===== config.mk =====
export PLATFORM = sky130hd
export DESIGN_NAME = key_debounce_mode
export DESIGN_NICKNAME = d
export VERILOG_FILES = /design/src/rtl/key_debounce_mode.sv
export SDC_FILE = /design/constraint.sdc
export NUM_CORES = 1
export LEC_CHECK = 0
export CORE_MARGIN = 1
export CORE_UTILIZATION = 54
export DETAILED_ROUTE_END_ITERATION = 16
export GPL_TIMING_DRIVEN = 0
export HOLD_SLACK_MARGIN = 0.03
export PLACE_DENSITY = 0.82
export REMOVE_ABC_BUFFERS = 1
export SLEW_MARGIN = 20
export SYNTH_ARGS = -nofsm -noshare
export SYNTH_HDL_FRONTEND = slang
export SYNTH_SLANG_ARGS = --single-unit

===== constraint.sdc =====
create_clock -name Clk_50MHz -period 2 [get_ports Clk_50MHz]
set_input_delay 0.2 -clock Clk_50MHz [delete_from_list [all_inputs] [get_ports Clk_50MHz]]
set_output_delay 0.2 -clock Clk_50MHz [all_outputs]
set_load 0.01 [all_outputs]

===== src/rtl/key_debounce_mode.sv =====
// key_debounce_mode
// Conditions the raw active-low push-button for the VGA paint stage.
// The raw key passes through a two-flop synchroniser, then a stable-interval
// debounce FSM. The module produces a debounced level, one-cycle press and
// release strobes, and a wrap-around mode index that advances once per
// accepted press. All outputs are registered.
module key_debounce_mode #(
  parameter int DEBOUNCE_CYCLES = 50000,
  parameter int NUM_MODES       = 5,
  parameter int MODE_W          = 3
) (
  input  logic              Clk_50MHz,
  input  logic              Rst_n,
  input  logic              Key,
  output logic              Key_Pressed,
  output logic              Press_Pulse,
  output logic              Release_Pulse,
  output logic [MODE_W-1:0] Mode
);

  // One extra bit over clog2 gives headroom. The counter never reaches
  // DEBOUNCE_CYCLES, because every state exit clears it.
  localparam int CNT_W = $clog2(DEBOUNCE_CYCLES) + 1;

  localparam logic [CNT_W-1:0]  CNT_ZERO  = '0;
  localparam logic [CNT_W-1:0]  CNT_ONE   = CNT_W'(1);
  localparam logic [CNT_W-1:0]  CNT_LAST  = CNT_W'(DEBOUNCE_CYCLES - 1);
  localparam logic [MODE_W-1:0] MODE_ZERO = '0;
  localparam logic [MODE_W-1:0] MODE_ONE  = MODE_W'(1);
  localparam logic [MODE_W-1:0] MODE_LAST = MODE_W'(NUM_MODES - 1);

  typedef enum logic [1:0] {
    IDLE        = 2'd0,
    PRESS_CHK   = 2'd1,
    HELD        = 2'd2,
    RELEASE_CHK = 2'd3
  } state_t;

  // Synchroniser chain. Both flops reset to the released level (1).
  logic r_k1;
  logic r_ks;

  // FSM and output registers.
  state_t            r_state;
  logic [CNT_W-1:0]  r_cnt;
  logic              r_key_pressed;
  logic              r_press_pulse;
  logic              r_release_pulse;
  logic [MODE_W-1:0] r_mode;

  // Next-state values produced by the combinational process.
  state_t            w_state_next;
  logic [CNT_W-1:0]  w_cnt_next;
  logic              w_key_pressed_next;
  logic              w_press_pulse_next;
  logic              w_release_pulse_next;
  logic [MODE_W-1:0] w_mode_next;

  // Helper terms.
  logic              w_cnt_last;
  logic              w_key_low;
  logic [MODE_W-1:0] w_mode_inc;

  assign w_cnt_last = (r_cnt == CNT_LAST);
  assign w_key_low  = ~r_ks;
  assign w_mode_inc = (r_mode == MODE_LAST) ? MODE_ZERO : (r_mode + MODE_ONE);

  // Two-flop synchroniser. The raw Key is asynchronous to Clk_50MHz.
  always_ff @(posedge Clk_50MHz) begin
    if (!Rst_n) begin
      r_k1 <= 1'b1;
      r_ks <= 1'b1;
    end else begin
      r_k1 <= Key;
      r_ks <= r_k1;
    end
  end

  // Debounce FSM: next state, counter and registered outputs.
  always_comb begin
    w_state_next         = r_state;
    w_cnt_next           = r_cnt;
    w_key_pressed_next   = r_key_pressed;
    w_press_pulse_next   = 1'b0;
    w_release_pulse_next = 1'b0;
    w_mode_next          = r_mode;

    unique case (r_state)
      IDLE: begin
        if (w_key_low) begin
          w_state_next = PRESS_CHK;
          w_cnt_next   = CNT_ONE;
        end else begin
          w_cnt_next   = CNT_ZERO;
        end
      end

      PRESS_CHK: begin
        if (!w_key_low) begin
          // A bounce shorter than the interval: drop it silently.
          w_state_next = IDLE;
          w_cnt_next   = CNT_ZERO;
        end else if (w_cnt_last) begin
          w_state_next       = HELD;
          w_cnt_next         = CNT_ZERO;
          w_press_pulse_next = 1'b1;
          w_key_pressed_next = 1'b1;
          w_mode_next        = w_mode_inc;
        end else begin
          w_cnt_next = r_cnt + CNT_ONE;
        end
      end

      HELD: begin
        // Holding the key forever stays here. No repeat pulses.
        if (!w_key_low) begin
          w_state_next = RELEASE_CHK;
          w_cnt_next   = CNT_ONE;
        end
      end

      RELEASE_CHK: begin
        if (w_key_low) begin
          // A short release glitch: the key is still considered held.
          w_state_next = HELD;
          w_cnt_next   = CNT_ZERO;
        end else if (w_cnt_last) begin
          w_state_next         = IDLE;
          w_cnt_next           = CNT_ZERO;
          w_release_pulse_next = 1'b1;
          w_key_pressed_next   = 1'b0;
        end else begin
          w_cnt_next = r_cnt + CNT_ONE;
        end
      end

      default: begin
        w_state_next = IDLE;
        w_cnt_next   = CNT_ZERO;
      end
    endcase
  end

  // State and output registers. Reset abandons any check in progress.
  always_ff @(posedge Clk_50MHz) begin
    if (!Rst_n) begin
      r_state         <= IDLE;
      r_cnt           <= CNT_ZERO;
      r_key_pressed   <= 1'b0;
      r_press_pulse   <= 1'b0;
      r_release_pulse <= 1'b0;
      r_mode          <= MODE_ZERO;
    end else begin
      r_state         <= w_state_next;
      r_cnt           <= w_cnt_next;
      r_key_pressed   <= w_key_pressed_next;
      r_press_pulse   <= w_press_pulse_next;
      r_release_pulse <= w_release_pulse_next;
      r_mode          <= w_mode_next;
    end
  end

  assign Key_Pressed   = r_key_pressed;
  assign Press_Pulse   = r_press_pulse;
  assign Release_Pulse = r_release_pulse;
  assign Mode          = r_mode;

endmodule


* After elaboration in Yosys (flattened, before gate mapping) *
Index checks and enable logic that the tools add are counted.
Widths: inputs -> output; s select.

storage, ports and cells
  input port bits = 3
  flip-flop bits (word level) = 27
  word-level logic and storage cells = 53
  output and inout bits = 6

operators by class
  eq/ne operators = 13
  $add $sub $neg = 2
  reduce and logical (&&, ||, !) cells = 7
  bitwise gates (word level) = 3
  muxes and demuxes = 20

operators with widths
  cell                   count
  $mux 17                4
  $pmux 17 s4            1
  $add 17x1->17 const B  1
  $eq 17x16->1 const B   1
  $mux 2                 6
  $ne 2x2->1 const B     6
  $pmux 2 s4             1
  $mux 1                 6
  $ne 3x3->1 const B     2
  $reduce_and 3->1       2
  $reduce_and 5->1       1
  $eq 2x2->1 const B     2
  $reduce_and 4->1       1
  $add 3x1->3 const B    1
  $eq 3x3->1 const B     1
  $mux 3                 1
  $not 1->1              3
  $reduce_or 3->1        1
  $eq 2x1->1 const B     1
  $logic_not 2->1        1
  $pmux 1 s2             1
  $reduce_bool 2->1      1

* Logic depth before layout (Yosys ltp) *
  word-level depth = 4
  mapped depth = 6
  depth with buffers taken out = 5

* Worst setup path before layout *
No wires, ideal clock.

  path type = reg-to-reg
  start = register r_cnt[0]
  end = register r_cnt[10]
  library setup time = 0.131 ns
  setup slack = 0.372 ns
  buffers on the path = 1
  arrival = 1.497 ns
  cell stages (with the launch flop) = 7
  period minus slack after synthesis = 1.628 ns
  required time = 1.869 ns
  cell sequence = dfxtp_1 -> ha_1 -> and4_4 -> nand4_2 -> o211ai_2 -> buf_6 -> a22oi_1

on the way
  word-level cells in the longest chain between the ends = 4
  elaborated cells on any way between the ends = 6
  those cells by class = add/sub (1); eq/ne (1); mux (4)

ends and longest elaborated chain
  what                                                  line          text
  start: declaration                                    45            logic [CNT_W-1:0] r_cnt;
  start signal: assignment                              155           r_cnt <= w_cnt_next;
  $add 17x1->17 / $eq 17x16->1 (equally long branches)  110, 133, 64
  $mux 17 (*)                                           103, 127
  $mux 17 (on tied branches)                            123, 99
  $pmux 17 s4 (*)                                       88            unique case (r_state)

Every way passes the cells marked *; elsewhere a longest branch is shown, timed or not.
A chain may end at the register's enable or synchronous reset.

==> flow_summary.json <==
{
  "worst_hold_startpoint": "Key",
  "placed_area_um2": 1510,
  "synthesis.area_per_instance_um2": 8.71,
  "report.final.slew_viol_count": 0,
  "leak_pwr_nw": 0.468,
  "fin_crit_ps": 1850,
  "design.final.nets": 179,
  "critical-path-top-delay-family": "buffers and inverters",
  "total_of_flip_flops_plus_latches_after_synthesis": 27,
  "synth-xor-area-share": 0.0542,
  "timing.critical_path.from": "Rst_n",
  "routed-via-count": 1299,
  "m1_wire_length_mm": 1.42,
  "groute.usage.overall": 0.239,
  "power_density_nw_per_um2": 522,
  "detailedRoute.firstIterationViolations": 66,
  "critPathKind": "primary input to register",
  "worst-slew-pin-transition_ps": 604,
  "antenna_cells_inserted": 0,
  "cts_clock_pin_slew_for_the_worst_setup_and_hold_paths_ps": 160,
  "largest_net_degree_at_the_start_of_global_routing": 17,
  "post-route-period-util": 0.924,
  "clock_sinks": 27,
  "fin_ws_ps": 151,
  "chipHeight_um": 53.9,
  "drtPass1Iterations": 4,
  "finalHoldViolations": 0,
  "critPathLaunchType": "primary input",
  "boundaryPins": 9,
  "clk-insertion-delay-late_ps": 330,
  "crit_fanout": 16,
  "htree_num_levels": 1,
  "detailedPlacementHpwl_mm": 2.25,
  "final.setup_skew_ps": 10.3,
  "yosys_warnings": 0,
  "worstSetupEndpointType": "register",
  "clock_tree.buffer_depth": 2,
  "regToRegStartpoint": "r_cnt[0]",
  "floorplan.core_area_um2": 2500,
  "grt_antenna_before_repair": 0,
  "outcome": "completed",
  "synth_top_family_by_area": "simple AND/OR/NAND/NOR gates",
  "min_path_type": "primary input to register",
  "grt_first_pass_wirelength_mm": 5.04,
  "drt_wl_total_mm": 3.14,
  "post-place-ws_ps": -349,
  "post_synth_and_or_nand_nor_area_fraction": 0.327,
  "dr.max_layer_used": "met4",
  "synth_seq_area_share": 0.372,
  "met3_length_um": 194,
  "syn_inst": 167,
  "arrival_ps": 2090,
  "avgViaCountPerCell": 6.43,
  "synthFlopType": "dfxtp_1",
  "critical_path.n_buffers_inverters": 3,
  "synthMuxAreaShare": 0.00688,
  "place.gp.congestion": 0.849,
  "start_util": 0.582,
  "postRouteAntennaNets": 0,
  "vdd_drop_max_mv": 0.367,
  "post_synth_instance_area_um2": 1450,
  "non_filler_instances": 202,
  "dp.cells": 197,
  "first_global_vias": 1124,
  "port-buffer-count": 8,
  "maxSlewHeadroom": 0.596,
  "final_layout_size_suffix_gt1_frac": 0.0640,
  "synth_compound_area_frac": 0.152,
  "yosys.area_share.adder": 0.0258,
  "timing.critical_path.required_ps": 2240,
  "cts_buffers": 3,
  "met2_wirelength_from_detailed_routing_mm": 1.50,
  "layout-area-overhead-vs-synth_pct": 7.83,
  "crit_path_max_incr_delay_ps": 690,
  "finalSetupViolations": 0,
  "grt_setup_unrepaired": "no",
  "fin_setup_tns_ps": 0,
  "max_freq_mhz": 541,
  "crit_path_cell_trace": "clkdlybuf4s50_1 -> inv_1 -> nor2_1 -> o211ai_4 -> buf_12 -> o311ai_1",
  "worst_path_max_delay_cell": "clkdlybuf4s50_1",
  "clockRootBuffer": "clkbuf_4",
  "die_extent_in_x_um": 53.9,
  "cap_viol_max_count": 0,
  "die_outline_area_um2": 2900,
  "cts-hold-fix-buffers": 0,
  "total_power_w": 0.000818,
  "tritoncts": "done",
  "grt.overflow.total": 0,
  "route.detailed.wl_per_inst_um": 15.6,
  "drc_errors": 0,
  "synth.distinct_cells": 43,
  "postSynth.asyncResetShare": 0,
  "final_area_um2": 1570,
  "rows": 18,
  "synth_enable_flop_cells": 0
}
==> cells in the final DEF (no fill, tap or decap), types with 3 or more instances in the layout <==
cell              n
nand2_1          15
nand4_1          11
nor2_1            6
inv_1             8
nand2b_1          4
or3_1             5
nor3_1            7
clkdlybuf4s50_1   8
dfxtp_1          27
a21oi_1          11
nand3_1           7
o211ai_1          3
o21ai_0           6
xor2_1            5
clkbuf_4          3
ha_1              3
xnor2_1           4
and4_1            4
or4_1             3
==> cell families (layout without fill, tap and decap cells) <==
kind of cell / count (synthesis) / in the layout
buf+inv: 16 / 21
xor+xnor: 9 / 9
flops: 27 / 27
fa+ha+maj: 3 / 3
simple gates: 77 / 77
mux: 1 / 1
compound gates: 34 / 34
==> sequential cells by signal, summed over array words and instances (netlist names), named ones only <==
signal / count
Release_Pulse: 1
r_state: 1
Mode: 3
Key_Pressed: 1
Press_Pulse: 1
r_cnt: 17
r_k1: 1
r_ks: 1
==> worst paths after layout <==
check / end / cells after the start / slack (ps)
max reg2reg: Mode[2] / 5 / 170
max: r_cnt[12] / 6 / 150
min: r_k1 / 2 / 420
min reg2reg: r_ks / 1 / 430
==> per-layer routing <==
metal | vias up | GRT usage
met3 | 4 | 0.0311
met2 | 53 | 0.403
met4 | 0 | 0.0526
met5 | - | 0
met1 | 605 | 0.321
li1 | 637 | -
==> synth_stat cells, drive strengths merged, types with 4 or more instances <==
| cell | count | area [um^2] |
|---|---|---|
| nand3 | 8 | 52.6 |
| dfxtp | 27 | 541 |
| nor3 | 7 | 35.0 |
| inv | 8 | 30.0 |
| xor2 | 5 | 43.8 |
| nor2 | 6 | 22.5 |
| nand4 | 12 | 81.3 |
| and4 | 6 | 57.6 |
| buf | 8 | 60.1 |
| or3 | 5 | 31.3 |
| xnor2 | 4 | 35.0 |
| o21ai | 7 | 35.0 |
| nand2b | 4 | 25.0 |
| o211ai | 4 | 35.0 |
| a21oi | 11 | 55.1 |
| nand2 | 15 | 56.3 |
==> what timing repair did <==
item,in CTS,in global routing
cloned,0,0
pin swaps,0,1
buffers inserted,0,1
resized for setup,1,0
setup endpoints to repair,12,14
==> final cells by class <==
cell class / instances / area (um^2)
fill: 212 / 932
multi-input combinational: 124 / 832
sequential: 27 / 541
timing repair buffer: 9 / 100
tap: 30 / 37.5
inverter: 8 / 30.0
clock buffer: 3 / 22.5
clock inverter: 1 / 5.00
==> report_power, final <==
group / leakage, nW / total, W / switching [W] / internal, W
clock: 0.0177 / 0.000244 / 0.000169 / 0.0000750
sequential: 0.218 / 0.000549 / 0.00000614 / 0.000543
combinational: 0.232 / 0.0000249 / 0.0000131 / 0.0000118
total: 0.468 / 0.000818 / 0.000188 / 0.000630
==> per-stage QoR <==
step | utilization | hold WS, ps
4_1_cts | 0.619 | 428
2_1_floorplan | - | 273
3_3_place_gp | 0.605 | 391
5_1_grt | 0.627 | 437
6_report | 0.627 | 421
3_5_place_dp | 0.605 | 395
No activity file was read; power rests on OpenSTA's default activity.
==> RTL edit 1, RTL diff (same flow settings) <==
The localparam `MODE_ZERO` goes from '0 to 1.
--- a/src/rtl/key_debounce_mode.sv
+++ b/src/rtl/key_debounce_mode.sv
@@ -26,5 +26,5 @@
   localparam logic [CNT_W-1:0]  CNT_ONE   = CNT_W'(1);
   localparam logic [CNT_W-1:0]  CNT_LAST  = CNT_W'(DEBOUNCE_CYCLES - 1);
-  localparam logic [MODE_W-1:0] MODE_ZERO = '0;
+  localparam logic [MODE_W-1:0] MODE_ZERO = 1;
   localparam logic [MODE_W-1:0] MODE_ONE  = MODE_W'(1);
   localparam logic [MODE_W-1:0] MODE_LAST = MODE_W'(NUM_MODES - 1);
Formal check against the unedited RTL: not equivalent (Yosys sat finds a counterexample within 4 cycles, from zero or initial values and one cycle with Rst_n low).
==> RTL edit 1 against the original RTL <==
Total power about the same; worst setup slack lost 85 ps; routed wire length decreased by 3.9%; sequential cell count unchanged; register-to-register slack worse by 100 ps; synthesized area up 1.2%; cell area rose by 0.88%; count of clock-buffer cells in the layout up 1; critical endpoint unchanged; largest cell class unchanged; largest power group unchanged; highest routed layer unchanged.
==> RTL edit 1: results (changes against the original RTL) <==
[synthesis]
synth_warnings=0  ; unchanged
ys.flop_type=dfxtp_1
synth_commonest_cells=dfxtp_1 (27), nand2_1 (17), nand4_1 (10), a21oi_1 (9), inv_1 (8)
ys_seq_area_share_pct=36.73  ; -0.44 points
ys_types=47  ; +9.3%
synth_async_sr_flop_share_pct=0  ; unchanged
synth_area_leaders=dfxtp_1 (37%), nand2_1 (4.3%), nand4_1 (4.3%)

[worst_setup_path]
r2r_start=r_cnt[0]$_SDFFE_PN0N_
r2r-end=r_cnt[12]$_SDFFE_PN0N_
crit_fanout=14  ; -2
critPathArrivalTime_ps=2150  ; +60 ps
reg2reg_depth=6  ; +1
ff2ff_setup_slack_ps=70  ; -100 ps

[routing]
routed_wirelength_um=3021  ; -3.9%
dr.pass1.iters=5  ; +1
drtIter0Drc=41  ; -38%
routed_via_density=6.379  ; -0.80%

[power]
peakVddDrop_uv=353.6  ; -3.6%
leakage_nw=0.4846  ; +3.6%

[hold_path]
min-delay-start=Key
hold_path_end=r_k1$_SDFF_PN1_
hold_path_depth=2  ; unchanged
hold_path_class=input pin to flop

[clock_tree]
htreeDepth=1  ; unchanged
cts_root_buf=clkbuf_4
cts_buffers=3  ; unchanged
clk_pin_slew_worst_paths_ps=150
clk_latency_ps=330  ; about the same
clockBufferDepth=2  ; unchanged

[finish]
layout-drive-gt1-share_pct=8.092  ; +1.7 points
largest_register_ffs=17  ; unchanged
top_register=r_cnt
antenna_cells=0  ; unchanged
nNetsFinal=180  ; +0.56%

[place]
gp_congestion=0.8705  ; +2.5%
place_ws_ps=-278.8  ; +70.42 ps
post-dp-hpwl_um=2242  ; -0.27%
numPortBuffers=8  ; unchanged

[grt]
grt_max_degree=17  ; unchanged
track_usage_pct=23.11  ; -0.78 points
first_global_vias=1135  ; +0.98%
grt_pass1_wl_um=4947  ; -1.8%
antenna_found_initial=0  ; unchanged

[timing]
skew_ps=6.950  ; -3.322 ps
worstMarginPinSlew_ps=561.2  ; -42.86 ps
whs_ps=414.8  ; -6.270 ps

[outcome]
status=finished clean

-- RTL edit 1: worst max path at each step --
| stage | to | cells past startpoint | start | slack (ps) |
|---|---|---|---|---|
| final | r_cnt[12]$_SDFFE_PN0N_ | 6 | r_cnt[0]$_SDFFE_PN0N_ | 70 |
| after global routing | r_cnt[12]$_SDFFE_PN0N_ | 6 | r_cnt[0]$_SDFFE_PN0N_ | 1 |
| after CTS | r_cnt[16]$_SDFFE_PN0N_ | 5 | r_cnt[0]$_SDFFE_PN0N_ | 20 |
| after detailed placement | r_cnt[16]$_SDFFE_PN0N_ | 5 | Rst_n | -280 |
| after global placement | r_cnt[12]$_SDFFE_PN0N_ | 5 | Rst_n | -170 |
| after floorplan | r_cnt[12]$_SDFFE_PN0N_ | 5 | r_cnt[0]$_SDFFE_PN0N_ | 350 |
-- RTL edit 1: kinds of logic after synthesis --
group                      synth area share, %
buffers and inverters                    5.866
DFF                                      36.73
and+or+nand+nor                          33.25
muxes                                   0.6803
AOI/OAI and AO/OA                        15.56
xor gates and xnor gates                 5.357
adders and majority gates                2.551
-- RTL edit 1: stage by stage --
step	instance area, µm²	utilization (%)	power, mW	cells
3_3_place_gp	1533	60.76	0.5842	198
3_5_place_dp	1533	60.76	0.5855	198
5_1_grt	1582	62.70	0.8429	203
4_1_cts	1559	61.81	0.8218	202
6_report	1582	62.70	0.8173	203
2_1_floorplan	1415	-	0.5714	160
-- RTL edit 1: what timing repair did --
action,in CTS,in global routing
gates resized for setup,0,1
endpoints found under the setup margin,0,16
buffers inserted,0,1
-- RTL edit 1: worst max-delay path, cell delays in order (launching register included) --
cell,delay [ps]
dfxtp_1,470
ha_1,240
and4_4,270
nand4_2,220
o211ai_4,320
buf_12,170
o311ai_0,120
-- RTL edit 1: area by class of cell --
class	count	area, µm²
Sequential cell	27	540.5
Multi-Input combinational cell	125	847.1
Tap cell	30	37.54
Clock buffer	4	26.28
Inverter	8	30.03
Fill cell	235	940.9
Timing Repair Buffer	9	100.1
-- RTL edit 1: power by group --
part	switching [mW]	total [mW]	internal, mW
Sequential	0.00629	0.549	0.543
Combinational	0.0129	0.0251	0.0122
Clock	0.165	0.243	0.0784
Total	0.184	0.817	0.633
-- RTL edit 1: routing by layer --
metal	global-route usage (%)	vias up	part of all wire [%]
met5	0	-	0
met4	11.11	0	1.3
met3	3.107	4	4.3
met2	36.79	35	47
met1	30.30	609	47
li1	-	647	-
==> RTL edit 2, RTL diff (config.mk and constraints unchanged) <==
Without the edit above. The 4 states of `state_t` get a one-hot encoding in 4 bits.
--- a/src/rtl/key_debounce_mode.sv
+++ b/src/rtl/key_debounce_mode.sv
@@ -30,9 +30,9 @@
   localparam logic [MODE_W-1:0] MODE_LAST = MODE_W'(NUM_MODES - 1);
 
-  typedef enum logic [1:0] {
-    IDLE        = 2'd0,
-    PRESS_CHK   = 2'd1,
-    HELD        = 2'd2,
-    RELEASE_CHK = 2'd3
+  typedef enum logic [3:0] {
+    IDLE        = 4'b0001,
+    PRESS_CHK   = 4'b0010,
+    HELD        = 4'b0100,
+    RELEASE_CHK = 4'b1000
   } state_t;
 
Function: same outputs for any inputs over 10 cycles, from zero or initial values and one cycle with Rst_n low; not proved beyond that.
==> RTL edit 2 against the original RTL <==
Clock power increased by 41%; largest power group unchanged; sequential cell count is 2 higher; die area is 5.7% higher; worst setup slack worse by 89 ps; highest routed layer unchanged; total power increased by 20%; utilization grew 0.45 points; critical path type is now flop to flop; synthesized area grew 5.9%; routed wire length grew 7.7%; cell area up 10%.
==> RTL edit 2: results (changes against the original RTL) <==
[outcome]
status=finished clean

[routing]
num_vias=1390  ; +7.0%
met1_length_um=1559  ; +9.6%
wl_per_cell_um=15.12  ; -2.8%
drtIter0Drc=108  ; +64%
wl_met2_um=1626  ; +8.2%

[clock_tree]
cts_buffers=5  ; +2
ctsResizeCount=5  ; +4
post_cts_buffers=2  ; +2

[finish]
fillerInstances=234  ; +10%
nNetsFinal=198  ; +11%
layout-drive-gt1-share_pct=12.95  ; +6.6 points
finalNonFillerCells=224  ; +11%

[power]
peakVddDrop_uv=441.2  ; +20%
p_total_mw=0.9777  ; +20%
switching_share_pct=24.84  ; +1.9 points
comb_cell_power_mw=0.0397  ; +59%
leakage_nw=0.6246  ; +34%

[grt]
use_met2_pct=35.46  ; -4.9 points
track_usage_pct=23.85  ; -0.047 points
grt_pass1_wl_um=5761  ; +14%
first_global_vias=1351  ; +20%
grt_max_degree=34  ; +17
grt_util_met1_pct=30.91  ; -1.2 points
use_met3_pct=5.386  ; +2.3 points

[timing]
maxSlewViolCount=0  ; unchanged
worstMarginPinSlew_ps=1040  ; +435.9 ps
post-route-min-period_ps=1938  ; +89.21 ps
skew_ps=10.09  ; -0.1781 ps

[place]
post-dp-hpwl_um=2283  ; +1.6%
place_ws_ps=-266.2  ; +83.06 ps
numPortBuffers=8  ; unchanged
post-place-cells=213  ; +8.1%

[synthesis]
synth_commonest_cells=dfxtp_1 (29), nor2_1 (20), nand2_1 (14), nand3_1 (11), o21ai_0 (10)
synth_area_leaders=dfxtp_1 (38%), nor2_1 (4.9%), and3_1 (3.7%)
ys_seq_area_share_pct=37.69  ; +0.52 points

[worst_setup_path]
ff2ff_setup_slack_ps=60  ; -110 ps
reg2reg_depth=6  ; +1
cp-startpoint=r_cnt[5]$_SDFFE_PN0N_
crit_fanout=7  ; -9
critPathKind=flop to flop
slowest_stage=or4b_4

## RTL edit 2: critical path, delay by kind of cell (launching register included)
kind,cells,cell delay [ps]
and+or+nand+nor,3,920
DFF,1,360
buffers and inverters,2,290
AOI/OAI and AO/OA,1,260
## RTL edit 2: logic make-up (layout without fill, tap and decap cells)
logic type	Yosys count	after routing	share of synthesized area (%)
adders and majority gates	3	3	2.437
buffers and inverters	12	22	3.655
AOI/OAI and AO/OA	28	28	12.35
and+or+nand+nor	100	100	37.37
muxes	3	3	1.950
xor gates and xnor gates	8	8	4.549
DFF	29	29	37.69
## RTL edit 2: final cells by class
cell class / instances / area, µm² / area share [%]
multi-input cells: 142 / 937.1 / 54.28
inverters: 3 / 11.26 / 0.6522
repair buffers: 11 / 102.6 / 5.942
clock buffers: 6 / 41.29 / 2.391
well taps: 31 / 38.79 / 2.246
clock inverters: 2 / 10.01 / 0.5797
flip-flops and latches: 29 / 585.6 / 33.91
